===== config.mk =====
export PLATFORM = sky130hd
export DESIGN_NAME = us_cmd_master_flat
export DESIGN_NICKNAME = d
export VERILOG_FILES = /design/src/rtl/us_cmd_master_if.sv /design/src/rtl/us_cmd_master.sv /design/src/flat_wrapper.sv
export SDC_FILE = /design/constraint.sdc
export NUM_CORES = 1
export LEC_CHECK = 0
export ABC_AREA = 1
export BUFFER_PORTS_ARGS = -buffer_cell sky130_fd_sc_hd__buf_2
export CELL_PAD_IN_SITES_DETAIL_PLACEMENT = 0
export CELL_PAD_IN_SITES_GLOBAL_PLACEMENT = 1
export CORE_MARGIN = 2
export CORE_UTILIZATION = 39
export DETAILED_ROUTE_END_ITERATION = 6
export PLACE_DENSITY = 0.89
export SYNTH_ARGS = -nofsm -noshare
export SYNTH_HDL_FRONTEND = slang
export SYNTH_SLANG_ARGS = --single-unit

===== constraint.sdc =====
create_clock -name FSL_Clk -period 4.8 [get_ports FSL_Clk]
set_input_delay 0.96 -clock FSL_Clk [delete_from_list [all_inputs] [get_ports FSL_Clk]]
set_output_delay 0.96 -clock FSL_Clk [all_outputs]
set_load 0.01 [all_outputs]

===== src/rtl/us_cmd_master_if.sv =====
// us_cmd_master_if: FSL command/reply channels plus the tagged sample output stream.
// The master modport is the command initiator's view; slave is the receiver/sink side.
interface us_cmd_master_if;
  logic        FSL_M_Write;
  logic [31:0] FSL_M_Data;
  logic        FSL_M_Control;
  logic        FSL_M_Full;
  logic        FSL_S_Read;
  logic [31:0] FSL_S_Data;
  logic        FSL_S_Control;
  logic        FSL_S_Exists;
  logic        OUT_VALID;
  logic [31:0] OUT_DATA;
  logic [3:0]  OUT_SENSOR;
  logic        OUT_READY;

  modport master (
    output FSL_M_Write, FSL_M_Data, FSL_M_Control,
    input  FSL_M_Full,
    output FSL_S_Read,
    input  FSL_S_Data, FSL_S_Control, FSL_S_Exists,
    output OUT_VALID, OUT_DATA, OUT_SENSOR,
    input  OUT_READY
  );

  modport slave (
    input  FSL_M_Write, FSL_M_Data, FSL_M_Control,
    output FSL_M_Full,
    input  FSL_S_Read,
    output FSL_S_Data, FSL_S_Control, FSL_S_Exists,
    input  OUT_VALID, OUT_DATA, OUT_SENSOR,
    output OUT_READY
  );
endinterface


===== src/rtl/us_cmd_master.sv =====
// us_cmd_master: autonomous scan sequencer for the us_receiver command interface.
// Echo link check, Init, then one Sample command per enabled sensor with replies streamed out.
module us_cmd_master #(
  parameter int unsigned TIMEOUT_CYCLES = 4096,
  parameter logic [27:0] ECHO_PATTERN   = 28'hAAAAAAA
) (
  input  logic            FSL_Clk,
  input  logic            FSL_Rst,
  input  logic            START,
  input  logic [15:0]     SENSOR_MASK,
  input  logic [23:0]     SAMPLE_COUNT,
  output logic            BUSY,
  output logic            DONE,
  output logic            ERROR,
  output logic [1:0]      ERR_CODE,
  us_cmd_master_if.master bus
);

  typedef enum logic [3:0] {
    IDLE,
    ECHO_TX,
    ECHO_RX,
    INIT_TX,
    SEL,
    SMP_TX,
    SMP_RX,
    FIN_WAIT,
    PULSE
  } state_t;

  localparam logic [3:0]  OP_ECHO   = 4'h0;
  localparam logic [3:0]  OP_INIT   = 4'h3;
  localparam logic [3:0]  OP_SAMPLE = 4'h2;
  localparam logic [31:0] ECHO_WORD = {ECHO_PATTERN, OP_ECHO};
  localparam logic [12:0] TO_LAST   = 13'(TIMEOUT_CYCLES - 1);

  localparam logic [1:0] ERR_ECHO    = 2'd1;
  localparam logic [1:0] ERR_TIMEOUT = 2'd2;
  localparam logic [1:0] ERR_CTRL    = 2'd3;

  state_t      state_q, state_d;
  logic [15:0] mask_q, mask_d;
  logic [23:0] count_q, count_d;
  logic [3:0]  idx_q, idx_d;
  logic [23:0] remaining_q, remaining_d;
  logic [12:0] to_cnt_q, to_cnt_d;
  logic        busy_q, busy_d;
  logic        done_q, done_d;
  logic        error_q, error_d;
  logic [1:0]  err_code_q, err_code_d;
  logic        out_valid_q, out_valid_d;
  logic [31:0] out_data_q, out_data_d;
  logic [3:0]  out_sensor_q, out_sensor_d;

  logic        tx_state;
  logic        m_write;
  logic [31:0] m_data;
  logic        s_read;
  logic        hold;
  logic        finish_req;
  logic [1:0]  fail_code;

  // Handshake strobes are combinational so a write never lands on a cycle where Full is high.
  always_comb begin
    tx_state = (state_q == ECHO_TX) || (state_q == INIT_TX) || (state_q == SMP_TX);
    m_write  = tx_state & ~bus.FSL_M_Full;
    m_data   = 32'h0;
    s_read   = 1'b0;
    case (state_q)
      ECHO_TX: m_data = ECHO_WORD;
      INIT_TX: m_data = {28'h0, OP_INIT};
      SMP_TX:  m_data = {count_q, idx_q, OP_SAMPLE};
      ECHO_RX: s_read = bus.FSL_S_Exists;
      SMP_RX:  s_read = bus.FSL_S_Exists & (~out_valid_q | bus.OUT_READY);
      default: ;
    endcase
    hold = out_valid_q & ~bus.OUT_READY;
  end

  always_comb begin
    state_d      = state_q;
    mask_d       = mask_q;
    count_d      = count_q;
    idx_d        = idx_q;
    remaining_d  = remaining_q;
    to_cnt_d     = 13'd0;
    busy_d       = busy_q;
    done_d       = 1'b0;
    error_d      = 1'b0;
    err_code_d   = err_code_q;
    out_valid_d  = out_valid_q & ~bus.OUT_READY;
    out_data_d   = out_data_q;
    out_sensor_d = out_sensor_q;
    finish_req   = 1'b0;
    fail_code    = 2'd0;

    case (state_q)
      IDLE: begin
        if (START) begin
          state_d    = ECHO_TX;
          mask_d     = SENSOR_MASK;
          count_d    = SAMPLE_COUNT;
          err_code_d = 2'd0;
          busy_d     = 1'b1;
        end
      end
      ECHO_TX: begin
        if (m_write) state_d = ECHO_RX;
      end
      ECHO_RX: begin
        if (s_read) begin
          if (bus.FSL_S_Control)              fail_code = ERR_CTRL;
          else if (bus.FSL_S_Data != ECHO_WORD) fail_code = ERR_ECHO;
          else                                state_d   = INIT_TX;
        end else if (to_cnt_q == TO_LAST) begin
          fail_code = ERR_TIMEOUT;
        end else begin
          to_cnt_d = to_cnt_q + 13'd1;
        end
      end
      INIT_TX: begin
        if (m_write) begin
          state_d = SEL;
          idx_d   = 4'd0;
        end
      end
      // Finishing as soon as no mask bits remain at or above idx avoids walking empty tails.
      SEL: begin
        if ((count_q == 24'd0) || ((mask_q >> idx_q) == 16'h0)) finish_req = 1'b1;
        else if (mask_q[idx_q])                                 state_d    = SMP_TX;
        else                                                    idx_d      = idx_q + 4'd1;
      end
      SMP_TX: begin
        if (m_write) begin
          state_d     = SMP_RX;
          remaining_d = count_q;
        end
      end
      SMP_RX: begin
        if (s_read) begin
          if (bus.FSL_S_Control) begin
            fail_code = ERR_CTRL;
          end else begin
            out_valid_d  = 1'b1;
            out_data_d   = bus.FSL_S_Data;
            out_sensor_d = idx_q;
            remaining_d  = remaining_q - 24'd1;
            if (remaining_q == 24'd1) begin
              if (idx_q == 4'd15) begin
                finish_req = 1'b1;
              end else begin
                idx_d   = idx_q + 4'd1;
                state_d = SEL;
              end
            end
          end
        end else if (hold) begin
          to_cnt_d = to_cnt_q;
        end else if (to_cnt_q == TO_LAST) begin
          fail_code = ERR_TIMEOUT;
        end else begin
          to_cnt_d = to_cnt_q + 13'd1;
        end
      end
      FIN_WAIT: finish_req = 1'b1;
      PULSE:    state_d    = IDLE;
      default:  state_d    = IDLE;
    endcase

    if (fail_code != 2'd0) begin
      err_code_d = fail_code;
      finish_req = 1'b1;
    end

    // The completion pulse is held back until the last sample has left the output register.
    if (finish_req) begin
      if (out_valid_d) begin
        state_d = FIN_WAIT;
      end else begin
        state_d = PULSE;
        busy_d  = 1'b0;
        done_d  = (err_code_d == 2'd0);
        error_d = (err_code_d != 2'd0);
      end
    end
  end

  always_ff @(posedge FSL_Clk or posedge FSL_Rst) begin
    if (FSL_Rst) begin
      state_q      <= IDLE;
      mask_q       <= 16'h0;
      count_q      <= 24'h0;
      idx_q        <= 4'h0;
      remaining_q  <= 24'h0;
      to_cnt_q     <= 13'h0;
      busy_q       <= 1'b0;
      done_q       <= 1'b0;
      error_q      <= 1'b0;
      err_code_q   <= 2'd0;
      out_valid_q  <= 1'b0;
      out_data_q   <= 32'h0;
      out_sensor_q <= 4'h0;
    end else begin
      state_q      <= state_d;
      mask_q       <= mask_d;
      count_q      <= count_d;
      idx_q        <= idx_d;
      remaining_q  <= remaining_d;
      to_cnt_q     <= to_cnt_d;
      busy_q       <= busy_d;
      done_q       <= done_d;
      error_q      <= error_d;
      err_code_q   <= err_code_d;
      out_valid_q  <= out_valid_d;
      out_data_q   <= out_data_d;
      out_sensor_q <= out_sensor_d;
    end
  end

  assign BUSY              = busy_q;
  assign DONE              = done_q;
  assign ERROR             = error_q;
  assign ERR_CODE          = err_code_q;
  assign bus.FSL_M_Write   = m_write;
  assign bus.FSL_M_Data    = m_data;
  assign bus.FSL_M_Control = 1'b0;
  assign bus.FSL_S_Read    = s_read;
  assign bus.OUT_VALID     = out_valid_q;
  assign bus.OUT_DATA      = out_data_q;
  assign bus.OUT_SENSOR    = out_sensor_q;

endmodule


===== src/flat_wrapper.sv =====
// flat-port wrapper written by rule: the top's interface ports become plain ports
module us_cmd_master_flat 
#(
  parameter int unsigned TIMEOUT_CYCLES = 4096,
  parameter logic [27:0] ECHO_PATTERN   = 28'hAAAAAAA
)
  (FSL_Clk, FSL_Rst, START, SENSOR_MASK, SAMPLE_COUNT, BUSY, DONE, ERROR, ERR_CODE, bus_FSL_M_Write, bus_FSL_M_Data, bus_FSL_M_Control, bus_FSL_M_Full, bus_FSL_S_Read, bus_FSL_S_Data, bus_FSL_S_Control, bus_FSL_S_Exists, bus_OUT_VALID, bus_OUT_DATA, bus_OUT_SENSOR, bus_OUT_READY);
  us_cmd_master_if bus_i ();
  input  logic FSL_Clk;
  input  logic FSL_Rst;
  input  logic START;
  input  logic [15:0] SENSOR_MASK;
  input  logic [23:0] SAMPLE_COUNT;
  output logic BUSY;
  output logic DONE;
  output logic ERROR;
  output logic [1:0] ERR_CODE;
  output wire logic [$bits(bus_i.FSL_M_Write)-1:0] bus_FSL_M_Write;
  output wire logic [$bits(bus_i.FSL_M_Data)-1:0] bus_FSL_M_Data;
  output wire logic [$bits(bus_i.FSL_M_Control)-1:0] bus_FSL_M_Control;
  input wire logic [$bits(bus_i.FSL_M_Full)-1:0] bus_FSL_M_Full;
  output wire logic [$bits(bus_i.FSL_S_Read)-1:0] bus_FSL_S_Read;
  input wire logic [$bits(bus_i.FSL_S_Data)-1:0] bus_FSL_S_Data;
  input wire logic [$bits(bus_i.FSL_S_Control)-1:0] bus_FSL_S_Control;
  input wire logic [$bits(bus_i.FSL_S_Exists)-1:0] bus_FSL_S_Exists;
  output wire logic [$bits(bus_i.OUT_VALID)-1:0] bus_OUT_VALID;
  output wire logic [$bits(bus_i.OUT_DATA)-1:0] bus_OUT_DATA;
  output wire logic [$bits(bus_i.OUT_SENSOR)-1:0] bus_OUT_SENSOR;
  input wire logic [$bits(bus_i.OUT_READY)-1:0] bus_OUT_READY;
  assign bus_FSL_M_Write = bus_i.FSL_M_Write;
  assign bus_FSL_M_Data = bus_i.FSL_M_Data;
  assign bus_FSL_M_Control = bus_i.FSL_M_Control;
  assign bus_i.FSL_M_Full = bus_FSL_M_Full;
  assign bus_FSL_S_Read = bus_i.FSL_S_Read;
  assign bus_i.FSL_S_Data = bus_FSL_S_Data;
  assign bus_i.FSL_S_Control = bus_FSL_S_Control;
  assign bus_i.FSL_S_Exists = bus_FSL_S_Exists;
  assign bus_OUT_VALID = bus_i.OUT_VALID;
  assign bus_OUT_DATA = bus_i.OUT_DATA;
  assign bus_OUT_SENSOR = bus_i.OUT_SENSOR;
  assign bus_i.OUT_READY = bus_OUT_READY;
  us_cmd_master #(.TIMEOUT_CYCLES(TIMEOUT_CYCLES), .ECHO_PATTERN(ECHO_PATTERN)) u_core (.FSL_Clk(FSL_Clk), .FSL_Rst(FSL_Rst), .START(START), .SENSOR_MASK(SENSOR_MASK), .SAMPLE_COUNT(SAMPLE_COUNT), .BUSY(BUSY), .DONE(DONE), .ERROR(ERROR), .ERR_CODE(ERR_CODE), .bus(bus_i));
endmodule

==> metrics.md <==
| Metric | Value |
|---|---|
| First-pass GRT wire length | 30680 um |
| Reg clk slew, reported paths | 0.06 ns |
| Gate power share | 0.412 |
| CTS tree | built |
| Via count | 6359 |
| N_diodes | 0 |
| Clock Skews | 0.009094 ns |
| Hold/Removal Path Class | reg -> reg |
| Count of different cell masters after synthesis | 43 |
| Placed Area | roughly 7700 um^2 |
| Slowest CP cell | dfrtp_1 |
| First DRT Iteration DRCs | 429 |
| Part of the Yosys area used for sequential elements | 0.4661 |
| Critical-path cell list | inv_2 -> nor2_4 -> inv_2 -> nor2_1 -> inv_1 -> nor2_1 -> buf_2 |
| Ys Warns | 0 |
| Row Count | 48 |
| Post-DP HPWL | 13590 um |
| Post-Syn Instances | a little over 900 |
| Compound-Gate Fraction of Synth Area | 0.1383 |
| DRT Pass-1 Iters | 5 |
| H-tree levels | 4 |
| Fin. Hold Viols | 0 |
| Top_reg_cell synth | dfrtp_1 |
| Status | completed |
| Met2 WL | 8974 um |
| Final TNS setup | 0 ns |
| Syn Area/Cell | 7.420 um^2 |
| Vias per cell | just under 5 |
| Post-layout minimum cycle time | roughly 3.4 ns |
| Gpl congestion | between 0.8 and 0.9 |
| Setup Fix Bufs, Post-CTS | 0 |
| Highest metal used | met4 |
| M1 WL | 8635 um |
| Slew margin rel. | 0.2798 |
| Worst skew pair latency | around 0.42 ns |
| Crit-path max FO | 16 |
| CTS Buf Count | 17 |
| EDFF count, synth | 0 |
| Final Setup Violations | 0 |
| Synthesized flop and latch total | 127 |
| Storage element area | 3178 um^2 |
| Clock sink count | around 130 |
| Remaining antenna violation count | 0 |
| DIE AREA | 18560 um^2 |
| CP Launch Type | flop |
| Routed wire length | 18730 um |
| Post-route cell area | 8280 um^2 |
| Chip height | between 100 and 150 um |
| Critical path type | reg -> out |
| Die Width | 136.2 um |
| Gr usage total | 0.2117 |
| Initial core utilization | 0.3970 |
| Core area | 17180 um^2 |
| Cell family with most CP delay | buffers and inverters |
| RSZ-0062 raised after global routing | no |
| PortBufs | ~150 |
| Footprint of the multi-input gates | 3019 um^2 |
| Mapped Area | 6819 um^2 |
| Clock network fraction of design power | 0.242 |
| Cell Pwr Density | 639.8 nW/um^2 |
| I/O Pins | 156 |
| Fmax | 0.2979 GHz |
| Switching share of power | 0.4236 |
| Fraction of registers with async set/reset | 1.000 |
| XOR/XNOR Fraction of Synth Area | 0.01028 |
| Min Hold Slack | 0.4617 ns |
| WP data required | 3.84 ns |
| Worst path bufs/invs | 4 |
| DRC Markers | 0 |
| Simple-gate portion of the synthesized area | 0.2851 |
| Fraction of layout cells with a size suffix above 1 | 0.2112 |
| P_leak | roughly 0.0043 uW |
| Pin count of the biggest net entering global routing | 78 |
| Hold Buf Count CTS | 0 |
| Fillers | 1788 |
| Maximum vdd drop | 317.2 uV |
| Antenna violations before repair | 0 |
| Wirelength per Cell | 14.46 um |
| Synth Area in Adders | 0.007339 |
| Post-layout net count | about 1.1k |
| Clock buffer depth | 2 |
| CP peak stage delay | 0.71 ns |
| Cell internal pwr | around 3100 uW |
| Max-Cap Viols | 0 |
| Slew Limit Fails | 0 |
| Number of global-route vias before repair | roughly 6.2k |
| CTS root buf | clkbuf_16 |
| Slew of the pin with the lowest slew margin | 1.080 ns |
| Switching pwr | between 2000 and 2500 uW |
| Reg power frac | 0.346 |
| Post-CTS resize count | 0 |
| WL met3 | 691 um |
| Worst setup EP type | primary output |
| WP data arrival | 2.40 ns |
| Period utilisation layout | 0.6992 |
| Synthesis-to-layout area growth | 21.43% |
| Post-synthesis mux area share | 0 |
| Total grt overflow | 0 |
| Largest family of logic cells by synthesized area | simple AND/OR/NAND/NOR gates |
==> power by group through the flow <==
stage                     sequential [uW]  combinational, uW  clock, uW
after floorplan                      1790               1580          0
after global placement               1830               2160          0
after detailed placement             1840               2180          0
after CTS                            1830               2200       1300
after global routing                 1890               2500       1350
final                                1830               2180       1280
==> sequential cells by signal (all words and copies together), names as in the netlist <==
register,count
u_core.BUSY,1
u_core.count_q,24
u_core.ERR_CODE,2
u_core.state_q,4
u_core.bus.OUT_DATA,32
u_core.idx_q,4
u_core.DONE,1
u_core.bus.OUT_SENSOR,4
u_core.ERROR,1
u_core.to_cnt_q,13
u_core.bus.OUT_VALID,1
u_core.mask_q,16
u_core.remaining_q,24
==> worst reg2reg max path, cell delays in order, from the launching register on <==
cell and delay, ns:
dfrtp_1 0.71, inv_2 0.17, nor2_4 0.16, nand2_4 0.25
inv_2 0.48, nand2_1 0.17, o21ai_2 0.11, a21oi_2 0.04
buf_4 0.24, inv_2 0.29, a21oi_1 0.09, o21ai_0 0.08
o21ai_0 0.10
==> cell usage after synthesis, types with 4 or more instances <==
cell / instances / area share
nand2_1: 277 / 0.15
dfrtp_1: 127 / 0.47
inv_1: 102 / 0.056
o21ai_0: 88 / 0.065
nor2_1: 80 / 0.044
a21oi_1: 41 / 0.030
nand3_1: 36 / 0.026
clkbuf_1: 20 / 0.011
o21ai_1: 17 / 0.012
nor3_1: 13 / 0.0095
nand4_1: 11 / 0.010
nor4_1: 11 / 0.010
inv_2: 10 / 0.0055
buf_2: 8 / 0.0059
xor2_1: 8 / 0.010
o22ai_1: 6 / 0.0055
buf_4: 5 / 0.0055
nor2_4: 5 / 0.0083
a22oi_1: 4 / 0.0044
buf_6: 4 / 0.0066
ha_1: 4 / 0.0073
nand2_2: 4 / 0.0037
nand2_4: 4 / 0.0066
o211ai_1: 4 / 0.0044
==> layout by cell type (no fill, tap or decap), types with 2 or more instances in the layout <==
| master | count |
|---|---|
| nand3_1 | 36 |
| buf_2 | 152 |
| clkinv_2 | 6 |
| o22ai_1 | 6 |
| and2_1 | 2 |
| xor2_1 | 8 |
| nand2_1 | 277 |
| dfrtp_1 | 127 |
| nor2_4 | 5 |
| nor4_1 | 11 |
| inv_2 | 10 |
| nor3_2 | 2 |
| buf_4 | 4 |
| o21ai_0 | 88 |
| a31oi_1 | 3 |
| nor2_2 | 3 |
| a21oi_1 | 41 |
| nand2_4 | 4 |
| a21oi_2 | 2 |
| clkbuf_16 | 17 |
| clkbuf_8 | 3 |
| conb_1 | 3 |
| inv_1 | 101 |
| bufinv_16 | 2 |
| o21ai_2 | 3 |
| nand4_1 | 11 |
| ha_1 | 4 |
| clkinvlp_4 | 2 |
| o211ai_1 | 4 |
| a211oi_1 | 2 |
| nor2_1 | 80 |
| a22oi_1 | 4 |
| nand2_2 | 4 |
| o21ai_1 | 17 |
| nor3_1 | 13 |
==> final timing paths <==
check,start,to,slack (ns),cells past startpoint
worst max-delay path,u_core.state_q[2]$_DFFE_PP0P_,bus_FSL_M_Data[8],1.44,7
worst min-delay path,u_core.bus.OUT_DATA[28]$_DFFE_PP0P_,u_core.bus.OUT_DATA[28]$_DFFE_PP0P_,0.46,2
worst max register to register,u_core.state_q[2]$_DFFE_PP0P_,u_core.remaining_q[18]$_DFFE_PP0P_,1.78,12
worst min register to register,u_core.bus.OUT_DATA[28]$_DFFE_PP0P_,u_core.bus.OUT_DATA[28]$_DFFE_PP0P_,0.46,2
max in group asynchronous,FSL_Rst,u_core.mask_q[4]$_DFFE_PP0P_,3.06,3
min in group asynchronous,FSL_Rst,u_core.bus.OUT_DATA[31]$_DFFE_PP0P_,0.78,2
==> per-stage QoR <==
step	power, uW	utilization	cells	setup WS [ns]
6_report	5297	0.4821	1295	1.444
3_3_place_gp	3989	0.4481	1263	1.833
5_1_grt	5739	0.4821	1295	1.273
2_1_floorplan	3370	-	921	0.4557
3_5_place_dp	4017	0.4481	1263	1.812
4_1_cts	5327	0.4821	1295	1.452
==> kinds of logic (layout without fill, tap and decap cells) <==
logic type,count (synthesis),after routing
other,1,3
DFF,127,127
AOI/OAI and AO/OA,174,174
adders and majority gates,4,4
xor gates and xnor gates,8,8
and+or+nand+nor,453,453
buffers and inverters,152,301
==> layer usage <==
| metal | vias up | GRT usage |
|---|---|---|
| li1 | 3211 | - |
| met1 | 2975 | 0.2814 |
| met2 | 141 | 0.3423 |
| met3 | 32 | 0.04325 |
| met4 | 0 | 0.07697 |
| met5 | - | 0 |
==> area by class of cell <==
cell class | instances | share of cell area
Sequential cell | 127 | 0.3838
Clock buffer | 21 | 0.05681
Inverter | 113 | 0.05153
Clock inverter | 11 | 0.01375
Timing Repair Buffer | 156 | 0.09550
Tap cell | 225 | 0.03400
Multi-Input combinational cell | 642 | 0.3646
Power figures use the tool's default switching activity.
